==> config.mk <==
export PLATFORM = sky130hd
export DESIGN_NAME = fis_wb_ctrl_flat
export DESIGN_NICKNAME = d
export VERILOG_FILES = /design/src/rtl/fis_pkg.sv /design/src/rtl/fis_wb_ctrl_if.sv /design/src/rtl/fis_res_fifo.sv /design/src/rtl/fis_wb_ctrl.sv /design/src/flat_wrapper.sv
export SDC_FILE = /design/constraint.sdc
export NUM_CORES = 1
export LEC_CHECK = 0
export ABC_AREA = 1
export CORE_UTILIZATION = 46
export CTS_BUF_LIST = sky130_fd_sc_hd__clkbuf_4 sky130_fd_sc_hd__clkbuf_8 sky130_fd_sc_hd__clkbuf_16
export DETAILED_ROUTE_END_ITERATION = 10
export PLACE_DENSITY = 0.76
export REMOVE_ABC_BUFFERS = 1
export SLEW_MARGIN = 15
export SYNTH_ARGS = -nofsm -noshare
export SYNTH_HDL_FRONTEND = slang
export SYNTH_HIERARCHICAL = 1
export SYNTH_SLANG_ARGS = --single-unit
export TNS_END_PERCENT = 50
==> constraint.sdc <==
create_clock -name clk -period 2.3 [get_ports clk]
set_input_delay 0.46 -clock clk [delete_from_list [all_inputs] [get_ports clk]]
set_output_delay 0.46 -clock clk [all_outputs]
set_load 0.01 [all_outputs]
==> src/rtl/fis_pkg.sv <==
// rtl/fis_pkg.sv - shared constants and types for the fast inverse-sqrt Wishbone controller
// Contents: register word offsets, STATUS bit positions, controller state enum.
package fis_pkg;

    // Word offsets on wb_adr_i[4:2]
    localparam logic [2:0] ADDR_OPERAND = 3'd0;
    localparam logic [2:0] ADDR_RESULT  = 3'd1;
    localparam logic [2:0] ADDR_STATUS  = 3'd2;

    // STATUS register bit positions
    localparam int STAT_BUSY    = 0;
    localparam int STAT_AVAIL   = 1;
    localparam int STAT_FULL    = 2;
    localparam int STAT_OVF     = 3;
    localparam int STAT_UNF     = 4;
    localparam int STAT_TMO     = 5;
    localparam int STAT_CNT_LSB = 8;

    typedef enum logic [1:0] {
        IDLE  = 2'd0,
        ISSUE = 2'd1,
        WAIT  = 2'd2
    } ctrl_state_t;

endpackage

==> src/rtl/fis_wb_ctrl_if.sv <==
// rtl/fis_wb_ctrl_if.sv - Wishbone slave port plus core request/result streams
// Ports: wb_* Wishbone slave signals; req_* operand stream to the core;
//        res_* result stream from the core. W is the core word width.
// Modports: slave = controller view, master = bus/core-side view.
interface fis_wb_ctrl_if #(
    parameter int W = 16
);
    logic [2:0]   wb_adr_i;
    logic [31:0]  wb_dat_i;
    logic [3:0]   wb_sel_i;
    logic         wb_we_i;
    logic         wb_cyc_i;
    logic         wb_stb_i;
    logic [31:0]  wb_dat_o;
    logic         wb_ack_o;
    logic [W-1:0] req_data;
    logic         req_valid;
    logic         req_ready;
    logic [W-1:0] res_data;
    logic         res_valid;
    logic         res_ready;

    modport slave (
        input  wb_adr_i, wb_dat_i, wb_sel_i, wb_we_i, wb_cyc_i, wb_stb_i,
        output wb_dat_o, wb_ack_o,
        output req_data, req_valid,
        input  req_ready,
        input  res_data, res_valid,
        output res_ready
    );

    modport master (
        output wb_adr_i, wb_dat_i, wb_sel_i, wb_we_i, wb_cyc_i, wb_stb_i,
        input  wb_dat_o, wb_ack_o,
        input  req_data, req_valid,
        output req_ready,
        output res_data, res_valid,
        input  res_ready
    );
endinterface

==> src/rtl/fis_res_fifo.sv <==
// rtl/fis_res_fifo.sv - synchronous result FIFO, power-of-two depth
// Ports: clk, rst (async, active-high); push_i/push_data_i write side;
//        pop_i/head_o read side (head is the current oldest entry);
//        full_o, empty_o, count_o (0..DEPTH).
module fis_res_fifo #(
    parameter  int WIDTH = 16,
    parameter  int DEPTH = 4,
    localparam int AW    = $clog2(DEPTH),
    localparam int CW    = $clog2(DEPTH + 1)
) (
    input  logic             clk,
    input  logic             rst,
    input  logic             push_i,
    input  logic [WIDTH-1:0] push_data_i,
    input  logic             pop_i,
    output logic [WIDTH-1:0] head_o,
    output logic             full_o,
    output logic             empty_o,
    output logic [CW-1:0]    count_o
);
    logic [WIDTH-1:0] mem_q [DEPTH];
    logic [AW-1:0]    wr_ptr_q, rd_ptr_q;
    logic [CW-1:0]    count_q;
    logic             do_push, do_pop;

    assign full_o  = (count_q == CW'(DEPTH));
    assign empty_o = (count_q == '0);
    assign count_o = count_q;
    assign head_o  = mem_q[rd_ptr_q];

    // Pop of an empty FIFO and push into a full one are ignored.
    assign do_push = push_i && !full_o;
    assign do_pop  = pop_i && !empty_o;

    always_ff @(posedge clk or posedge rst) begin
        if (rst) begin
            wr_ptr_q <= '0;
            rd_ptr_q <= '0;
            count_q  <= '0;
            for (int i = 0; i < DEPTH; i++) mem_q[i] <= '0;
        end else begin
            if (do_push) begin
                mem_q[wr_ptr_q] <= push_data_i;
                wr_ptr_q        <= wr_ptr_q + 1'b1;
            end
            if (do_pop) rd_ptr_q <= rd_ptr_q + 1'b1;
            case ({do_push, do_pop})
                2'b10:   count_q <= count_q + 1'b1;
                2'b01:   count_q <= count_q - 1'b1;
                default: count_q <= count_q;
            endcase
        end
    end
endmodule

==> src/rtl/fis_wb_ctrl.sv <==
// rtl/fis_wb_ctrl.sv - Wishbone initiator/result collector for the fast inverse-sqrt core
// Ports: clk, rst (async, active-high), bus (fis_wb_ctrl_if.slave: Wishbone
//        slave, req_* operand stream out, res_* result stream in).
// Optional: define FIS_TIMEOUT_EN for a watchdog that abandons a request
//        after TIMEOUT_CYCLES cycles in ISSUE/WAIT and sets STATUS.TMO.
module fis_wb_ctrl
    import fis_pkg::*;
#(
    parameter int INT_WIDTH      = 12,
    parameter int FRACT_WIDTH    = 4,
    parameter int RES_DEPTH      = 4,
    parameter int TIMEOUT_CYCLES = 64
) (
    input  logic          clk,
    input  logic          rst,
    fis_wb_ctrl_if.slave  bus
);
    localparam int W  = INT_WIDTH + FRACT_WIDTH;
    localparam int CW = $clog2(RES_DEPTH + 1);

    ctrl_state_t   state_q, state_d;
    logic          ack_q;
    logic [31:0]   dat_q, dat_d;
    logic [W-1:0]  req_data_q;
    logic          ovf_q, unf_q, tmo_q;
    logic          acc, op_wr, res_rd, st_wr;
    logic          push, pop, full, empty, res_rdy, tmo_hit;
    logic [W-1:0]  head;
    logic [CW-1:0] count;
    logic [31:0]   status;

    // One access per ack: the cycle carrying the ack cannot start another.
    assign acc    = bus.wb_cyc_i && bus.wb_stb_i && !ack_q;
    assign op_wr  = acc &&  bus.wb_we_i && (bus.wb_adr_i == ADDR_OPERAND);
    assign res_rd = acc && !bus.wb_we_i && (bus.wb_adr_i == ADDR_RESULT);
    assign st_wr  = acc &&  bus.wb_we_i && (bus.wb_adr_i == ADDR_STATUS);

    assign res_rdy = (state_q == WAIT) && !full;
    assign push    = bus.res_valid && res_rdy && !tmo_hit;
    assign pop     = res_rd && !empty;

    fis_res_fifo #(.WIDTH(W), .DEPTH(RES_DEPTH)) u_fifo (
        .clk         (clk),
        .rst         (rst),
        .push_i      (push),
        .push_data_i (bus.res_data),
        .pop_i       (pop),
        .head_o      (head),
        .full_o      (full),
        .empty_o     (empty),
        .count_o     (count)
    );

`ifdef FIS_TIMEOUT_EN
    localparam int TW = $clog2(TIMEOUT_CYCLES + 1);
    logic [TW-1:0] tmo_cnt_q;

    // Held at zero in IDLE, so it starts from zero on entering ISSUE.
    always_ff @(posedge clk or posedge rst) begin
        if (rst)                  tmo_cnt_q <= '0;
        else if (state_q == IDLE) tmo_cnt_q <= '0;
        else                      tmo_cnt_q <= tmo_cnt_q + 1'b1;
    end
    assign tmo_hit = (state_q != IDLE) && (tmo_cnt_q == TW'(TIMEOUT_CYCLES - 1));
`else
    logic [31:0] unused_tmo_cfg;
    assign unused_tmo_cfg = 32'(TIMEOUT_CYCLES);
    assign tmo_hit        = 1'b0;
`endif

    always_comb begin
        state_d = state_q;
        unique case (state_q)
            IDLE:    if (op_wr)         state_d = ISSUE;
            ISSUE:   if (bus.req_ready) state_d = WAIT;
            WAIT:    if (push)          state_d = IDLE;
            default:                    state_d = IDLE;
        endcase
        if (tmo_hit) state_d = IDLE;
    end

    always_comb begin
        status                            = '0;
        status[STAT_BUSY]                 = (state_q != IDLE);
        status[STAT_AVAIL]                = !empty;
        status[STAT_FULL]                 = full;
        status[STAT_OVF]                  = ovf_q;
        status[STAT_UNF]                  = unf_q;
        status[STAT_TMO]                  = tmo_q;
        status[STAT_CNT_LSB +: CW]        = count;
    end

    always_comb begin
        dat_d = '0;
        if (acc && !bus.wb_we_i) begin
            case (bus.wb_adr_i)
                ADDR_RESULT: if (!empty) dat_d[W-1:0] = head;
                ADDR_STATUS: dat_d = status;
                default:     dat_d = '0;
            endcase
        end
    end

    always_ff @(posedge clk or posedge rst) begin
        if (rst) begin
            state_q    <= IDLE;
            ack_q      <= 1'b0;
            dat_q      <= '0;
            req_data_q <= '0;
            ovf_q      <= 1'b0;
            unf_q      <= 1'b0;
            tmo_q      <= 1'b0;
        end else begin
            state_q <= state_d;
            ack_q   <= acc;
            dat_q   <= dat_d;
            if (op_wr && state_q == IDLE) req_data_q <= bus.wb_dat_i[W-1:0];
            // Sticky flags: a set event in the same cycle as W1C wins.
            if (op_wr && state_q != IDLE)         ovf_q <= 1'b1;
            else if (st_wr && bus.wb_dat_i[STAT_OVF]) ovf_q <= 1'b0;
            if (res_rd && empty)                  unf_q <= 1'b1;
            else if (st_wr && bus.wb_dat_i[STAT_UNF]) unf_q <= 1'b0;
            if (tmo_hit)                          tmo_q <= 1'b1;
            else if (st_wr && bus.wb_dat_i[STAT_TMO]) tmo_q <= 1'b0;
        end
    end

    assign bus.wb_ack_o  = ack_q;
    assign bus.wb_dat_o  = dat_q;
    assign bus.req_valid = (state_q == ISSUE);
    assign bus.req_data  = req_data_q;
    assign bus.res_ready = res_rdy;

    logic unused_bits;
    assign unused_bits = ^{bus.wb_sel_i, bus.wb_dat_i[31:W]};
endmodule

==> src/flat_wrapper.sv <==
// flat-port wrapper written by rule: the top's interface ports become plain ports
module fis_wb_ctrl_flat import fis_pkg::*;
#(
    parameter int INT_WIDTH      = 12,
    parameter int FRACT_WIDTH    = 4,
    parameter int RES_DEPTH      = 4,
    parameter int TIMEOUT_CYCLES = 64
)
  (clk, rst, bus_wb_adr_i, bus_wb_dat_i, bus_wb_sel_i, bus_wb_we_i, bus_wb_cyc_i, bus_wb_stb_i, bus_wb_dat_o, bus_wb_ack_o, bus_req_data, bus_req_valid, bus_req_ready, bus_res_data, bus_res_valid, bus_res_ready);
  fis_wb_ctrl_if bus_i ();
  input  logic clk;
  input  logic rst;
  input wire logic [$bits(bus_i.wb_adr_i)-1:0] bus_wb_adr_i;
  input wire logic [$bits(bus_i.wb_dat_i)-1:0] bus_wb_dat_i;
  input wire logic [$bits(bus_i.wb_sel_i)-1:0] bus_wb_sel_i;
  input wire logic [$bits(bus_i.wb_we_i)-1:0] bus_wb_we_i;
  input wire logic [$bits(bus_i.wb_cyc_i)-1:0] bus_wb_cyc_i;
  input wire logic [$bits(bus_i.wb_stb_i)-1:0] bus_wb_stb_i;
  output wire logic [$bits(bus_i.wb_dat_o)-1:0] bus_wb_dat_o;
  output wire logic [$bits(bus_i.wb_ack_o)-1:0] bus_wb_ack_o;
  output wire logic [$bits(bus_i.req_data)-1:0] bus_req_data;
  output wire logic [$bits(bus_i.req_valid)-1:0] bus_req_valid;
  input wire logic [$bits(bus_i.req_ready)-1:0] bus_req_ready;
  input wire logic [$bits(bus_i.res_data)-1:0] bus_res_data;
  input wire logic [$bits(bus_i.res_valid)-1:0] bus_res_valid;
  output wire logic [$bits(bus_i.res_ready)-1:0] bus_res_ready;
  assign bus_i.wb_adr_i = bus_wb_adr_i;
  assign bus_i.wb_dat_i = bus_wb_dat_i;
  assign bus_i.wb_sel_i = bus_wb_sel_i;
  assign bus_i.wb_we_i = bus_wb_we_i;
  assign bus_i.wb_cyc_i = bus_wb_cyc_i;
  assign bus_i.wb_stb_i = bus_wb_stb_i;
  assign bus_wb_dat_o = bus_i.wb_dat_o;
  assign bus_wb_ack_o = bus_i.wb_ack_o;
  assign bus_req_data = bus_i.req_data;
  assign bus_req_valid = bus_i.req_valid;
  assign bus_i.req_ready = bus_req_ready;
  assign bus_i.res_data = bus_res_data;
  assign bus_i.res_valid = bus_res_valid;
  assign bus_res_ready = bus_i.res_ready;
  fis_wb_ctrl #(.INT_WIDTH(INT_WIDTH), .FRACT_WIDTH(FRACT_WIDTH), .RES_DEPTH(RES_DEPTH), .TIMEOUT_CYCLES(TIMEOUT_CYCLES)) u_core (.clk(clk), .rst(rst), .bus(bus_i));
endmodule
* After elaboration in Yosys (flattened, before gate mapping)
Cells that the tools add are included.
** Word-level totals
- Bits in registers :: 108
- Output and inout bits :: 51
** Cells by class
- $add $sub $neg :: 4
- Magnitude comparators :: 3
- Equality and inequality tests :: 10
- Multiplexer cells :: 18
- Bitwise operators :: 2
- Reductions and logical operators :: 30
** Operators by type and width (number)
- 16-bit 2-to-1 mux :: 5
- 64-bit bitwise mux :: 1
- 16-bit binary-select mux with 2-bit select :: 1
- 16-bit demux with 2-bit select :: 1
- 16-bit one-hot mux with 2 select lines :: 1
- 1-bit logical AND :: 18
- 2-bit nonzero test :: 4
- 3-bit greater-or-equal comparator, second input constant :: 2
- 3-bit logical NOT :: 2
- 2-bit 2-to-1 mux :: 3
- 2-bit NOT with 3-bit output :: 2
- 2-bit one-hot mux with 3 select lines :: 1
- 3-bit one-hot mux with 2 select lines :: 1
- 2-bit by 1-bit adder with 2-bit output, second input constant :: 2
- 2-bit by 1-bit equality test with 1-bit output, second input constant :: 2
- 2-bit equality test, second input constant :: 2
- 1-bit logical NOT :: 4
- 1-bit 2-to-1 mux :: 4
- 2-bit by 1-bit inequality test with 1-bit output, second input constant :: 2
- 3-bit by 1-bit adder with 3-bit output, second input constant :: 1
- 3-bit by 1-bit equality test with 1-bit output, second input constant :: 1
- 3-bit by 2-bit equality test with 1-bit output, second input constant :: 1
- 3-bit equality test, second input constant :: 1
- 3-bit by 1-bit less-than comparator with 1-bit output, second input constant :: 1
- other kinds (4) :: 4

* Longest topological paths before layout
- Depth in word-level cells :: 8
- Depth in mapped cells :: 17
- Gate-level depth less buffers :: 16

* By module
The synthesis kept the hierarchy.
** By module, submodules not included
- fis_res_fifo :: instances 1, cells each 449, area an instance 3593.4 sq um
- fis_wb_ctrl :: instances 1, cells each 188, area an instance 1696.6 sq um

* Worst setup path before layout
OpenSTA, ideal clock, no wires.
- Kind :: reg2reg
- From :: register u_core.u_fifo.count_q[0], in the netlist u_core/u_fifo/count_o[0]
- To :: register u_core.u_fifo.count_q[1], in the netlist u_core/u_fifo/count_o[1]
- Setup time :: 0.083 ns
- Arrival time :: 2.353 ns
- Path slack :: -0.136 ns
- Stages on the path, launching flop included :: 14
- Path buffers :: 4
- Clock period less this slack :: 2.436 ns
- Path through :: dfrtp_1 > nor2_2 > nand2_4 > buf_6 > buf_6 > inv_2 > nor4_1 > buf_2 > buf_4 > nand2_1 > ha_1 > inv_1 > fa_1 > o21ai_0
** On the way
- Longest elaborated chain between the ends :: 7
** RTL lines
- from (decl) :: line fis_res_fifo.sv:23 : logic [CW-1:0] count_q;
- from (signal assigned) :: line fis_res_fifo.sv:48 : 2'b10: count_q <= count_q + 1'b1;
- from (signal assigned) :: line fis_res_fifo.sv:49 : 2'b01: count_q <= count_q - 1'b1;
- from (signal assigned) :: line fis_res_fifo.sv:50 : default: count_q <= count_q;
- 3-bit equality test * :: line fis_res_fifo.sv:26 : assign full_o = (count_q == CW'(DEPTH));
- net u_core.full :: line fis_wb_ctrl.sv:27 : logic push, pop, full, empty, res_rdy, tmo_hit;
- 1-bit logical NOT * :: line fis_wb_ctrl.sv:38 : assign res_rdy = (state_q == WAIT) && !full;
- 1-bit logical AND * :: line fis_wb_ctrl.sv:38
- 1-bit logical AND * :: line fis_wb_ctrl.sv:39 : assign push = bus.res_valid && res_rdy && !tmo_hit;
- net u_core.push :: line fis_wb_ctrl.sv:27
- 1-bit logical AND * :: line fis_res_fifo.sv:32 : assign do_push = push_i && !full_o;
- 2-bit by 1-bit equality test with 1-bit output / 2-bit equality test (equally long branches) :: line fis_res_fifo.sv:47 : case ({do_push, do_pop})
- 3-bit one-hot mux with 2 select lines / 2-bit nonzero test (equally long branches)
The timed path passes the listed nets; every way through them passes the cells marked *.
A chain may end at the register's enable or synchronous reset.

* Final worst setup path
- From :: register u_core.u_fifo.count_q[0], in the netlist u_core/u_fifo/count_o[0]
- To :: output bus_res_ready
** On the way
- Longest elaborated chain between the ends :: 3
** RTL lines
- 3-bit equality test :: line fis_res_fifo.sv:26
- net u_core.full :: line fis_wb_ctrl.sv:27
- 1-bit logical NOT :: line fis_wb_ctrl.sv:38
- 1-bit logical AND :: line fis_wb_ctrl.sv:38
- to (decl) :: line flat_wrapper.sv:26 : output wire logic [$bits(bus_i.res_ready)-1:0] bus_res_ready;
The timed path passes the listed nets, and every way through them passes these cells.

==> results.txt <==
- Total clock buffers created by CTS: 9
* Fraction of power consumed by combinational cells: 0.263
- The floorplan step defined a die boundary enclosing around 12,000 µm².
- The synthesized design spends more area on one cell type than any other, namely dfrtp_1.
* Final critical path time including I/O delays and setup: 2.17 ns
* Area share of the largest cell type after synthesis: 0.511
- In the post-route analysis, the smallest setup slack over all paths is 0.131 ns.
- Setup repair after global routing left no endpoint under its margin.
- Number of buffers inserted by port buffering: 76
- After synthesis, the netlist uses 29 different library cells.
- Across the run, the number of max-cap violations was 0.
* Hold path startpoint: u_core/u_fifo/mem_q[40]
- Avg Cell Area, Syn: ~8.3 µm²
- Based on the critical path, the design can be clocked at up to around 460 MHz.
- In this run the count of I/O pins placed on the die edge is 113.
* Total track usage: 0.237
- The die is 109 µm wide.
* YS warnings: 6
- The later pin in the worst-skew pair is clocked with a latency of 0.34 ns.
- Vias in the first global route: 4,439
* Final number of hold-violating endpoints: 0
* Total count of max-transition violations in the final report: 0
- STA classifies the critical path endpoint as an output pin.
- At the pin with the least slew margin, the transition time is 0.708 ns.
- Largest stage delay on the critical path: 0.58 ns
- After detailed routing, the number of remaining DRC violations is 0.
* Count of clock tree sinks: 108
- Along the worst path, the maximum fanout reaches 4.
- Slew headroom: 0.528
- Post-synth EDFFs: 0
* Outcome: finished, final reports clean
* Placement row count: 38
- In this run the remaining antenna-violating nets after routing total 0.
- Commonest cells post-synth: nand2_1, dfrtp_1, nand4_1, nor2_1, o21ai_0
- Vias post-DR: 4,666
- In this run the deepest clock path goes through 2 buffers.
* Number of cell instances on the worst register-to-register path: 9
* Psw: 1800 µW
- The first global-routing pass estimated 21,800 µm of wire.
- The mapped netlist covers 5290 µm².
- Proportion of synthesized flip-flops having asynchronous set or reset: 1.00
* Number of vias per cell after detailed routing: ~5.4
- In the synthesized netlist, the number of instances is 637.
* Critical Path Start Type: register
- Leak pwr: about 0.0033 µW
* Slowest cell on the critical path: clkdlybuf4s50_1
- Global routing finished with a remaining overflow of 0.
- Clock-pin slew was measured on the worst setup and hold paths at 0.07 ns.
- Clock skew on the completed layout was measured at 0.00801 ns.
- Initial cell density of the core: 0.480
- The critical path in this run is classified as reg -> out.
- Routability-driven placement finished with a final weighted congestion of 0.807.
- Power density over cell area: between 800 and 900 nW/µm²
* Worst Hold Endpoint: u_core/u_fifo/mem_q[40]
- Routed wire length per instance: 15.9 µm
- CP required: 1.84 ns
- Count of buffers added by post-CTS timing repair for setup: 0
- Summed over all nets, the half-perimeter wirelength after detailed placement is between 9000 and 10,000 µm.
- Initial antenna violation count: 0
* Initial DRT Pass Iterations: 5
- The tightest min-delay check is of the reg -> reg type.
* Utilization after layout: 0.602
- In this design, the largest share of critical-path delay is due to buffers and inverters.
- Hold depth: 2
- Worst supply voltage drop on vdd: ~530 µV
* Critical path buffer and inverter count: 2
- Area of the core region: ~11,000 µm²
- Launch instance of the worst register-to-register path: u_core/u_fifo/count_o[0]
- H-tree levels: 3
- At the worst endpoint, the arrival time is 1.71 ns.
* Total of endpoints with negative setup slack in the final report: 0
- Maximum number of pins on one net before global-route repair: 71
* Cells along the critical path: nor2_4 -> nand2_4 -> inv_2 -> nor3_1 -> clkdlybuf4s50_1
* Share of cells above drive strength 1: 0.112
* Fraction of the yosys area taken by sequential cells: 0.511
- In this run the critical register-to-register path is captured at u_core/u_fifo/count_o[1].
- Of the total power, registers draw 0.414.
* R2R setup slack: 0.14 ns
- The detailed router finished its first iteration with 420 violations.
* Most repeated cell in the gate-level netlist after synthesis: nand2_1
- Of the total power, the share spent switching nets is 0.322.
- For this design, the CTS-stage hold fixing added 0 buffers.
- Antenna diode count: 0
* Number of flip-flops and latches in the synthesized netlist: 108
* Total wire length after detailed routing: 13,700 µm
* Vertical die dimension: 109 µm
- By area the synthesized netlist is led by dfrtp_1, nand2_1, nand4_1.
* Period utilisation layout: 0.943
* Post-synth top flop: dfrtp_1
- Internal power comes to 3800 µW.
- The tree is rooted in a clkbuf_16.
* CTS tree: yes
- Of the total power, the clock network draws 0.323.
- Before CTS, the worst setup slack after placement is -0.360 ns.
- From synthesis to final layout, the design area changed by 25.6%.
- At the end of the flow, the number of nets in the layout was 785.
==> final cells by class <==
cell class	count	area, µm²
clock buffers	10	239
clock inverters	6	118
fillers	980	4390
inverters	35	131
multi-input cells	450	2200
flip-flops and latches	108	2710
well taps	140	175
repair buffers	113	1080
==> sequential cells by signal (all words and copies together), names as in the netlist <==
register,flops
u_core/u_fifo/mem_q,64
u_core/bus.req_data,16
u_core/bus.wb_dat_o,16
u_core/u_fifo/count_o,3
u_core/state_q,2
u_core/u_fifo/rd_ptr_q,2
u_core/u_fifo/wr_ptr_q,2
u_core/bus.wb_ack_o,1
u_core/ovf_q,1
u_core/unf_q,1
==> power groups by stage <==
stage	registers [µW]	logic (µW)	clock network [µW]
floorplan	2370	780	0
global placement	2330	1390	0
detailed placement	2340	1430	0
CTS	2310	1450	1830
global route	2350	1630	1910
finish	2320	1480	1810
==> cell families after synthesis <==
| group | count (synthesis) | share of synthesized area |
|---|---|---|
| AOI/OAI and AO/OA | 57 | 0.0549 |
| xor gates and xnor gates | 1 | 0.00166 |
| adders and majority gates | 6 | 0.0156 |
| buffers and inverters | 94 | 0.0948 |
| DFF | 108 | 0.511 |
| other | 1 | 0.000709 |
| and+or+nand+nor | 370 | 0.321 |
==> through the flow <==
stage	total power (µW)	TNS [ns]	cell area (µm²)	std cells	hold slack (ns)
after floorplan	3150	-373.45	4980	593	0.437
after global placement	3720	-0.368	6230	846	0.449
after detailed placement	3770	-0.581	6230	846	0.453
after CTS	5590	0	6600	862	0.470
after global routing	5890	0	6640	862	0.492
final	5610	0	6640	862	0.467
==> tightest hold or removal path, stage by stage, from the launching register on <==
cell and delay [ns]:
dfrtp_1 0.34, nand2_1 0.05, nand2_1 0.05
==> placed cells by master (no fill, tap or decap), types with 2 or more instances in the layout <==
master,count
nor2_2,2
clkbuf_16,9
nand3_2,7
bufinv_16,3
nor3_4,2
conb_1,16
nand3_1,15
dfrtp_2,3
o21ai_1,14
nand4_1,83
buf_12,3
buf_4,34
o21ai_0,41
clkdlybuf4s50_1,74
ha_1,4
nand2_1,194
inv_1,29
dfrtp_1,105
nor2_4,2
nor2_1,59
inv_2,5
nand2_2,2
==> how the worst max path moves through the flow <==
stage / start / endpoint / slack, ns / cells past startpoint
6_report: u_core/u_fifo/count_o[0] / bus_res_ready / 0.13 / 5
5_1_grt: u_core/u_fifo/count_o[0] / u_core/u_fifo/count_o[1] / 0.03 / 12
4_1_cts: bus_wb_cyc_i / u_core/u_fifo/count_o[2] / 0.03 / 14
3_5_place_dp: bus_wb_adr_i[2] / u_core/u_fifo/count_o[2] / -0.36 / 13
3_3_place_gp: bus_wb_adr_i[0] / u_core/u_fifo/count_o[2] / -0.24 / 14
2_1_floorplan: u_core/u_fifo/count_o[0] / u_core/u_fifo/count_o[1] / -5.52 / 9
==> routing by layer <==
layer	wire length (µm)	track usage	vias up
met5	0	0	-
met4	232	0.0724	0
met3	984	0.0400	24
met2	6680	0.401	178
met1	5810	0.312	2230
li1	-	-	2234
==> repair_timing <==
item | CTS | global route
endpoints found under the setup margin | 1 | 3
pin swaps | 1 | 3
gates resized for setup | 2 | 16
endpoints found under the hold margin | 0 | 0
(Power assumes the default switching activity.)
